<file path="src/rtl/trigger_pkg.sv">
// Shared types and defaults for the trigger capture path: FSM state encoding,
// PCM sample width and the default capture geometry.
package trigger_pkg;

  typedef enum logic [2:0] {
    IDLE      = 3'd0,
    FILL      = 3'd1,
    WAIT_TRIG = 3'd2,
    POST      = 3'd3,
    READ      = 3'd4
  } state_t;

  localparam int PCM_W               = 16;
  localparam int DEPTH_DEFAULT       = 256;
  localparam int PRE_SAMPLES_DEFAULT = 64;

endpackage

</file>
<file path="src/rtl/capture_ram.sv">
// Simple dual-port sample store: one write port and one registered read port,
// both on pcm_clk. The read register holds its value while rd_en is low.
module capture_ram
  import trigger_pkg::*;
#(
  parameter int DEPTH  = DEPTH_DEFAULT,
  parameter int ADDR_W = $clog2(DEPTH)
) (
  input  logic                    pcm_clk,
  input  logic                    wr_en,
  input  logic [ADDR_W-1:0]       wr_addr,
  input  logic signed [PCM_W-1:0] wr_data,
  input  logic                    rd_en,
  input  logic [ADDR_W-1:0]       rd_addr,
  output logic signed [PCM_W-1:0] rd_data
);

  logic signed [PCM_W-1:0] mem [DEPTH];

  always_ff @(posedge pcm_clk) begin
    if (wr_en) mem[wr_addr] <= wr_data;
    if (rd_en) rd_data <= mem[rd_addr];
  end

endmodule

</file>
<file path="src/rtl/trigger_capture.sv">
// Trigger-driven circular PCM capture with pre-trigger history and an
// oldest-first valid/ready readout. Define TRIGGER_CAPTURE_AUTO_REARM_EN to re-arm after readout.
module trigger_capture
  import trigger_pkg::*;
#(
  parameter int DEPTH       = DEPTH_DEFAULT,
  parameter int PRE_SAMPLES = PRE_SAMPLES_DEFAULT,
  parameter int ADDR_W      = $clog2(DEPTH)
) (
  input  logic                    pcm_clk,
  input  logic                    reset,
  input  logic signed [PCM_W-1:0] pcm,
  input  logic                    trigger,
  input  logic                    arm,
  output logic signed [PCM_W-1:0] rd_data,
  output logic                    rd_valid,
  input  logic                    rd_ready,
  output logic                    rd_last,
  output logic                    busy,
  output logic                    done
);

  localparam logic [ADDR_W-1:0] FILL_LAST   = ADDR_W'(PRE_SAMPLES - 1);
  localparam logic [ADDR_W-1:0] POST_INIT   = ADDR_W'(DEPTH - PRE_SAMPLES - 1);
  localparam logic [ADDR_W-1:0] PRE_OFFSET  = ADDR_W'(PRE_SAMPLES);
  localparam logic [ADDR_W:0]   ISSUE_LAST  = (ADDR_W + 1)'(DEPTH - 1);
  localparam logic [ADDR_W:0]   ISSUE_TOTAL = (ADDR_W + 1)'(DEPTH);

  state_t                  state;
  logic [ADDR_W-1:0]       wr_ptr;
  logic [ADDR_W-1:0]       fill_cnt;
  logic [ADDR_W-1:0]       post_cnt;
  logic [ADDR_W-1:0]       trig_addr;
  logic [ADDR_W-1:0]       rd_ptr;
  logic [ADDR_W:0]         issue_cnt;
  logic                    ram_vld;
  logic                    ram_last;
  logic signed [PCM_W-1:0] ram_q;

  logic wr_en;
  logic move;
  logic rd_en;
  logic beat;

  // RAM output register acts as a one-deep prefetch stage in front of the
  // output register, so a stalled reader simply freezes both stages.
  always_comb begin
    wr_en = (state == FILL) || (state == WAIT_TRIG) || (state == POST);
    beat  = rd_valid && rd_ready;
    move  = ram_vld && (!rd_valid || rd_ready);
    rd_en = (state == READ) && (issue_cnt != ISSUE_TOTAL) && (!ram_vld || move);
  end

  capture_ram #(
    .DEPTH  (DEPTH),
    .ADDR_W (ADDR_W)
  ) u_ram (
    .pcm_clk (pcm_clk),
    .wr_en   (wr_en),
    .wr_addr (wr_ptr),
    .wr_data (pcm),
    .rd_en   (rd_en),
    .rd_addr (rd_ptr),
    .rd_data (ram_q)
  );

  always_ff @(posedge pcm_clk) begin
    if (reset) begin
      state     <= IDLE;
      wr_ptr    <= '0;
      fill_cnt  <= '0;
      post_cnt  <= '0;
      trig_addr <= '0;
      rd_ptr    <= '0;
      issue_cnt <= '0;
      ram_vld   <= 1'b0;
      ram_last  <= 1'b0;
      rd_data   <= '0;
      rd_valid  <= 1'b0;
      rd_last   <= 1'b0;
      busy      <= 1'b0;
      done      <= 1'b0;
    end else begin
      done <= 1'b0;
      case (state)
        IDLE: begin
          if (arm) begin
            state    <= FILL;
            wr_ptr   <= '0;
            fill_cnt <= '0;
            busy     <= 1'b1;
          end
        end
        FILL: begin
          wr_ptr   <= wr_ptr + 1'b1;
          fill_cnt <= fill_cnt + 1'b1;
          if (fill_cnt == FILL_LAST) state <= WAIT_TRIG;
        end
        WAIT_TRIG: begin
          wr_ptr <= wr_ptr + 1'b1;
          if (trigger) begin
            trig_addr <= wr_ptr;
            post_cnt  <= POST_INIT;
            issue_cnt <= '0;
            rd_ptr    <= wr_ptr - PRE_OFFSET;
            // With PRE_SAMPLES = DEPTH-1 the trigger sample already completes the window.
            state     <= (POST_INIT == '0) ? READ : POST;
          end
        end
        POST: begin
          wr_ptr   <= wr_ptr + 1'b1;
          post_cnt <= post_cnt - 1'b1;
          if (post_cnt == ADDR_W'(1)) begin
            state  <= READ;
            rd_ptr <= trig_addr - PRE_OFFSET;
          end
        end
        READ: begin
          if (rd_en) begin
            rd_ptr    <= rd_ptr + 1'b1;
            issue_cnt <= issue_cnt + 1'b1;
            ram_last  <= (issue_cnt == ISSUE_LAST);
            ram_vld   <= 1'b1;
          end else if (move) begin
            ram_vld <= 1'b0;
          end
          if (move) begin
            rd_data  <= ram_q;
            rd_last  <= ram_last;
            rd_valid <= 1'b1;
          end else if (beat) begin
            rd_valid <= 1'b0;
            rd_last  <= 1'b0;
          end
          if (beat && rd_last) begin
            done <= 1'b1;
`ifdef TRIGGER_CAPTURE_AUTO_REARM_EN
            state    <= FILL;
            wr_ptr   <= '0;
            fill_cnt <= '0;
`else
            state <= IDLE;
            busy  <= 1'b0;
`endif
          end
        end
        default: begin
          state <= IDLE;
          busy  <= 1'b0;
        end
      endcase
    end
  end

endmodule

</file>
<file path="config.mk">
export PLATFORM = sky130hd
export DESIGN_NAME = trigger_capture
export DESIGN_NICKNAME = d
export VERILOG_FILES = /design/src/rtl/trigger_pkg.sv /design/src/rtl/capture_ram.sv /design/src/rtl/trigger_capture.sv
export SDC_FILE = /design/constraint.sdc
export NUM_CORES = 2
export LEC_CHECK = 0
export BUFFER_PORTS_ARGS = -buffer_cell sky130_fd_sc_hd__buf_2
export CAP_MARGIN = 20
export CORE_ASPECT_RATIO = 2
export CORE_UTILIZATION = 60
export CTS_CLUSTER_DIAMETER = 200
export DETAILED_ROUTE_END_ITERATION = 16
export MAX_ROUTING_LAYER = met4
export PLACE_DENSITY = 0.81
export RECOVER_POWER = 50
export SYNTH_ARGS = -nofsm -noshare
export SYNTH_HDL_FRONTEND = slang
export SYNTH_SLANG_ARGS = --single-unit
</file>
<file path="constraint.sdc">
create_clock -name pcm_clk -period 3.94 [get_ports pcm_clk]
set_input_delay 0.985 -clock pcm_clk [delete_from_list [all_inputs] [get_ports pcm_clk]]
set_output_delay 0.985 -clock pcm_clk [all_outputs]
set_load 0.01 [all_outputs]
</file>
**After elaboration in Yosys (flattened, before gate mapping)**

Memories as Yosys holds them, arrays and structs flattened. A register that Yosys moved wholly into a read port is not among the register bits.
Cells that the tools add are included.

- Add/sub/neg operators: 7
- Equal/unequal tests: 14
- Multiplexer cells: 29
- Bitwise logic cells: 2
- Reductions and logical operators: 33

Operators by type and width:

| kind | number |
|---|---|
| 8-bit one-hot mux with 2 select lines | 3 |
| 8-bit two-way mux | 5 |
| 8-bit by 1-bit adder with 8-bit output, second input constant | 3 |
| 8-bit one-hot mux with 3 select lines | 1 |
| 9-bit two-way mux | 2 |
| 9-bit one-hot mux with 2 select lines | 1 |
| 2-bit AND reduction | 8 |
| 8-bit by 7-bit subtractor with 8-bit output, second input constant | 2 |
| 3-bit two-way mux | 5 |
| 3-bit one-hot mux with 5 select lines | 1 |
| 2-bit nonzero test | 6 |
| 1-bit two-way mux | 10 |
| 9-bit by 1-bit adder with 9-bit output, second input constant | 1 |
| 9-bit by 8-bit equality test with 1-bit output, second input constant | 1 |
| 9-bit != test, second input constant | 1 |
| 8-bit by 1-bit equality test with 1-bit output, second input constant | 1 |
| 8-bit by 6-bit equality test with 1-bit output, second input constant | 1 |
| 8-bit by 1-bit subtractor with 8-bit output, second input constant | 1 |
| 3-bit by 2-bit equality test with 1-bit output, second input constant | 2 |
| 2-bit by 1-bit != test with 1-bit output, second input constant | 3 |
| 2-bit != test, second input constant | 3 |
| 3-bit AND reduction | 2 |
| 1-bit logical AND | 5 |
| 5-bit AND reduction | 1 |
| other kinds (11) | 16 |

- Bits in registers: 74
- RAM bits: 4096
- Input bits: 21
- Word-level logic and storage cells: 100
- Memories: 1

Memory list:

| name | depth | bits a word | rd ports | clocked after Yosys merged registers in | write ports | line | RTL |
|---|---|---|---|---|---|---|---|
| u_ram.mem | 256 | 16 | 1 | 1 | 1 | capture_ram.sv:18 | `logic signed [PCM_W-1:0] mem [DEPTH];` |

**Depth between registers and ports, before layout**

- Depth in word-level cells: 7
- Mapped depth: 12
- Mapped depth without buffers: 8

**By module**

A second synthesis with hierarchy kept.

- Cells, all modules: 7830
- Area, all modules: 162574.7 µm²

By module, submodules not included:

| module | times used | cells each | area each (µm²) | sequential area each (µm²) |
|---|---|---|---|---|
| capture_ram | 1 | 7360 | 158874.9 | 123478.4 |
| trigger_capture | 1 | 470 | 3699.8 | 1481.4 |

**Least setup slack after synthesis**

Ideal clock, no wire load.

- Path type: input to register
- From: input port rd_ready
- To: register rd_ptr[2]
- Setup time: 0.132 ns
- Arrival: 2.809 ns
- Required time: 3.808 ns
- Slack: 0.999 ns
- Stages on the path: 5
- Buffers on the path: 0
- Path through: nor2b_1 a221oi_2 o21ai_1 o21ai_0 a21oi_1

- Word-level cells in the longest chain between the ends: 6

Ends and longest elaborated chain:

| item | line | RTL |
|---|---|---|
| from (decl) | trigger_capture.sv:17 | `input logic rd_ready,` |
| 1-bit logical OR | trigger_capture.sv:50 | `move = ram_vld && (!rd_valid \|\| rd_ready);` |
| 1-bit logical AND | trigger_capture.sv:50 |  |
| 1-bit logical OR | trigger_capture.sv:51 | `rd_en = (state == READ) && (issue_cnt != ISSUE_TOTAL) && (!ram_vld \|\| move);` |
| 1-bit logical AND | trigger_capture.sv:51 |  |
| net rd_en | trigger_capture.sv:42 | `logic rd_en;` |
| 2-bit != test (no source line) | - |  |
| 4-bit AND reduction (no source line) | - |  |
| to (signal assigned) | trigger_capture.sv:105 | `rd_ptr <= wr_ptr - PRE_OFFSET;` |
| to (signal assigned) | trigger_capture.sv:115 | `rd_ptr <= trig_addr - PRE_OFFSET;` |
| to (signal assigned) | trigger_capture.sv:120 | `rd_ptr <= rd_ptr + 1'b1;` |
| to (decl) | trigger_capture.sv:34 | `logic [ADDR_W-1:0] rd_ptr;` |

The timed path passes the listed nets, and every way through them passes these cells.
A chain may end at the register's enable or synchronous reset.

==> reports/metrics.yaml <==
fin_nets: 8160
ys_ff_latch: 4186
htree_levels: 5
clock_skew_ns: 0.0375
syn-num-nets: 7621
slew_headroom_pct: -177
period_minus_slack_ns: 4.14
drive_gt1_share_pct: 24.6
syn_area_um2: 162000
pwr-share-comb_pct: 8.6
ir_drop_mv: 0.352
grt_max_degree: 113
dieWidth_um: 370
insertion_delay_ns: 0.91
setup_ws_ns: -0.202
grt_use_met1_pct: 37.9
port-buffer-count: 40
status: "finished, violations left"
place_area_um2: 170000
yosys_warnings: 0
fmax_mhz: 241
cp-end-kind: "flip-flop"
min-delay-start: "rd_data[3]"
critical_path.most_common_cell: "buf_4"
ys.flop_type: "edfxtp_1"
busiest_layer: "met2"
gr-usage-met3_pct: 7.07
ant_nets: 0
cts_tree: "yes"
syn_inst: 7589
layout_commonest_cell: "edfxtp_1"
p_per_area_nw_per_um2: 515
core-area_um2: 269000
wl_per_cell_um: 38.8
clkPwrFrac_pct: 38.3
io_pins: 41
final_cell_mix: "4112 x edfxtp_1, 869 x mux4_2, 513 x buf_4"
hold_end: "rd_data[3]"
final_area_um2: 181000
clock_path_buffers: 4
slew_viol_final: 2250
setup_viol: 44
hp-class: "reg -> reg"
wirelength_um: 463000
vias: 86389
cp.arrival_ns: 4.82
dr.first_iter.drc_count: 13077
fp.dieH_um: 737
synth-edff-count: 4112
fin_crit_sh_pct: 105
gr-usage-met2_pct: 56.9
grt.overflow.total: 0
fp-row-count: 269
die_area_um2: 272000
tightest_slew_ns: 4.16
path_cells: "buf_4 > nor3b_1 > buf_4 > buf_4 > nand2_1 > buf_4 > o22ai_1 > o21ai_0 > buf_4 > nand4_1 > nor4_1"
swShare_pct: 22.8
fin_cells: 11951
critPathLaunchType: "flip-flop"
grt_pass1_vias: 86720
antenna_found_initial: 24
syn_to_final_growth_pct: 11.4
cts_buffers: 331
clock_sinks: 4186
maxCapViolations: 29
p_leak_nw: 54.9
dp_cells: 11315
violations: "max-capacitance violations, max-slew violations, negative setup slack"
grt_usage_pct: 35.2
holdBufCountCts: 0
via_per_inst: 7.23
r2r_slack_ns: -0.20
remaining_drc_errors: 0
critPathKind: "reg -> reg"
dp_hpwl_um: 271000
p_int_mw: 71.8
initial_core_util_pct: 60.4
slowest_stage: "o21ai_0"
async_flop_share_pct: 0
required_ns: 4.62
seq_power_share_pct: 53.1
gp_congestion: 0.958
worst-path-max-fanout: 13
clk_pin_slew_ns: 0.07
ys_seq_area_share_pct: 77.1
grt_pass1_wl_um: 645000
whs_path_depth: 2
reg2reg_depth: 11
hold_viol_final: 0
dr.pass1.iters: 9
ctsRootBufferMaster: "clkbuf_16"
ys_types: 70
rsz0062_at_grt: "false"
cpPeakStageDelay_ns: 0.69
r2r-end: "u_ram.rd_data[5]"
r2r-start: "rd_ptr[5]"
syn-mean-instance-area_um2: 21.4
p_switching_mw: 21.2
## kinds of logic after synthesis
logic type | Yosys count | share of synthesized area (%)
compound gates | 796 | 3.39
xor+xnor | 18 | 0.0973
fa+ha+maj | 11 | 0.0849
buf+inv | 471 | 1.85
flops | 4186 | 77.1
mux | 1412 | 15.6
simple gates | 695 | 1.92
## cells in the mapped netlist (5+ instances only)
master,number,share of area (%)
clkbuf_2,5,0.015
nor4b_1,5,0.027
dfxtp_1,74,0.91
a22o_1,28,0.15
nor2_1,330,0.76
o21ai_0,105,0.32
mux4_2,869,12
ha_1,11,0.085
a211o_1,9,0.049
buf_2,83,0.26
nor4_1,22,0.085
buf_1,26,0.060
inv_1,12,0.028
xnor2_1,7,0.038
nand4_1,23,0.089
edfxtp_1,4112,76
a21oi_1,187,0.58
mux2_2,19,0.13
a211oi_1,25,0.12
nand2b_1,11,0.042
nand3b_1,6,0.028
o221ai_1,225,1.2
and2_1,10,0.039
buf_12,13,0.16
or3_1,8,0.031
a21o_1,5,0.023
buf_4,27,0.13
a22oi_1,25,0.12
and3_1,12,0.046
mux2i_1,512,3.2
buf_8,29,0.27
o211ai_1,7,0.032
nor2b_1,17,0.066
nand2_1,142,0.33
a221oi_1,19,0.10
nor3_1,45,0.14
mux4_1,12,0.19
o22ai_1,125,0.48
clkbuf_1,209,0.48
xor2_1,11,0.059
buf_6,64,0.44
nand3_1,46,0.14
## power by group through the flow
stage	sequential [mW]	combinational, mW	clock [mW]
after detailed placement	50.2	7.65	0
after global placement	50.2	7.42	0
after global routing	49.3	8.11	37.1
after CTS	49.3	7.80	35.7
final	49.3	8.02	35.6
after floorplan	50.2	4.30	0
## through the flow
step	worst slack, ns	setup TNS, ns	hold WS [ns]	utilization [%]	total power, mW
floorplan	0.999	0	0.436	-	54.5
global placement	-0.336	-0.645	0.442	63.1	57.6
detailed placement	-0.226	-0.272	0.450	63.1	57.9
CTS	0.00798	0	0.436	67.4	92.7
global route	0.0145	0	0.481	67.2	94.5
finish	-0.202	-1.30	0.456	67.2	93.0
## sequential cells by signal, summed over array words and instances (netlist names)
name	flops
ram_last	1
wr_ptr	8
rd_data	16
issue_cnt	9
post_cnt	8
busy	1
rd_valid	1
rd_ptr	8
state	3
rd_last	1
trig_addr	8
fill_cnt	8
ram_vld	1
done	1
u_ram.mem	4096
u_ram.rd_data	16
## worst max path at each step
stage	startpoint	end	slack [ns]
4_1_cts	rd_ptr[5]	u_ram.rd_data[5]	0.008
5_1_grt	rd_ptr[0]	u_ram.rd_data[3]	0.01
2_1_floorplan	rd_ready	rd_ptr[2]	1.0
6_report	rd_ptr[5]	u_ram.rd_data[5]	-0.20
3_3_place_gp	rd_ptr[0]	u_ram.rd_data[8]	-0.34
3_5_place_dp	rd_ptr[0]	u_ram.rd_data[8]	-0.23
## critical path, delay by kind of cell, from the launching register on
kind	cells	cell delay [ns]
DFF	1	0.68
buffers and inverters	5	1.08
AOI/OAI and AO/OA	2	0.88
and+or+nand+nor	4	1.26
## layer usage
| metal | wire length [um] | up-vias |
|---|---|---|
| li1 | - | 33002 |
| met1 | 136000 | 44040 |
| met2 | 231000 | 7361 |
| met3 | 47800 | 1986 |
| met4 | 47900 | 0 |
| met5 | 0 | - |
## cell type report
class | instances | area (um2)
fill | 15579 | 88000
multi-input combinational | 2932 | 34300
tap | 3523 | 4410
sequential | 4186 | 125000
clock inverter | 211 | 2640
clock buffer | 393 | 8720
inverter | 14 | 67.6
timing repair buffer | 663 | 5400
antenna | 29 | 72.6
## repair_timing
| item | 4_1_cts | 5_1_grt |
|---|---|---|
| endpoints found under the setup margin | 2 | 4 |
| setup buffers | 0 | 0 |
| endpoints found under the hold margin | 0 | 0 |
| pin swaps | 0 | 2 |
| gates resized for setup | 2 | 6 |
(Power assumes the default switching activity.)
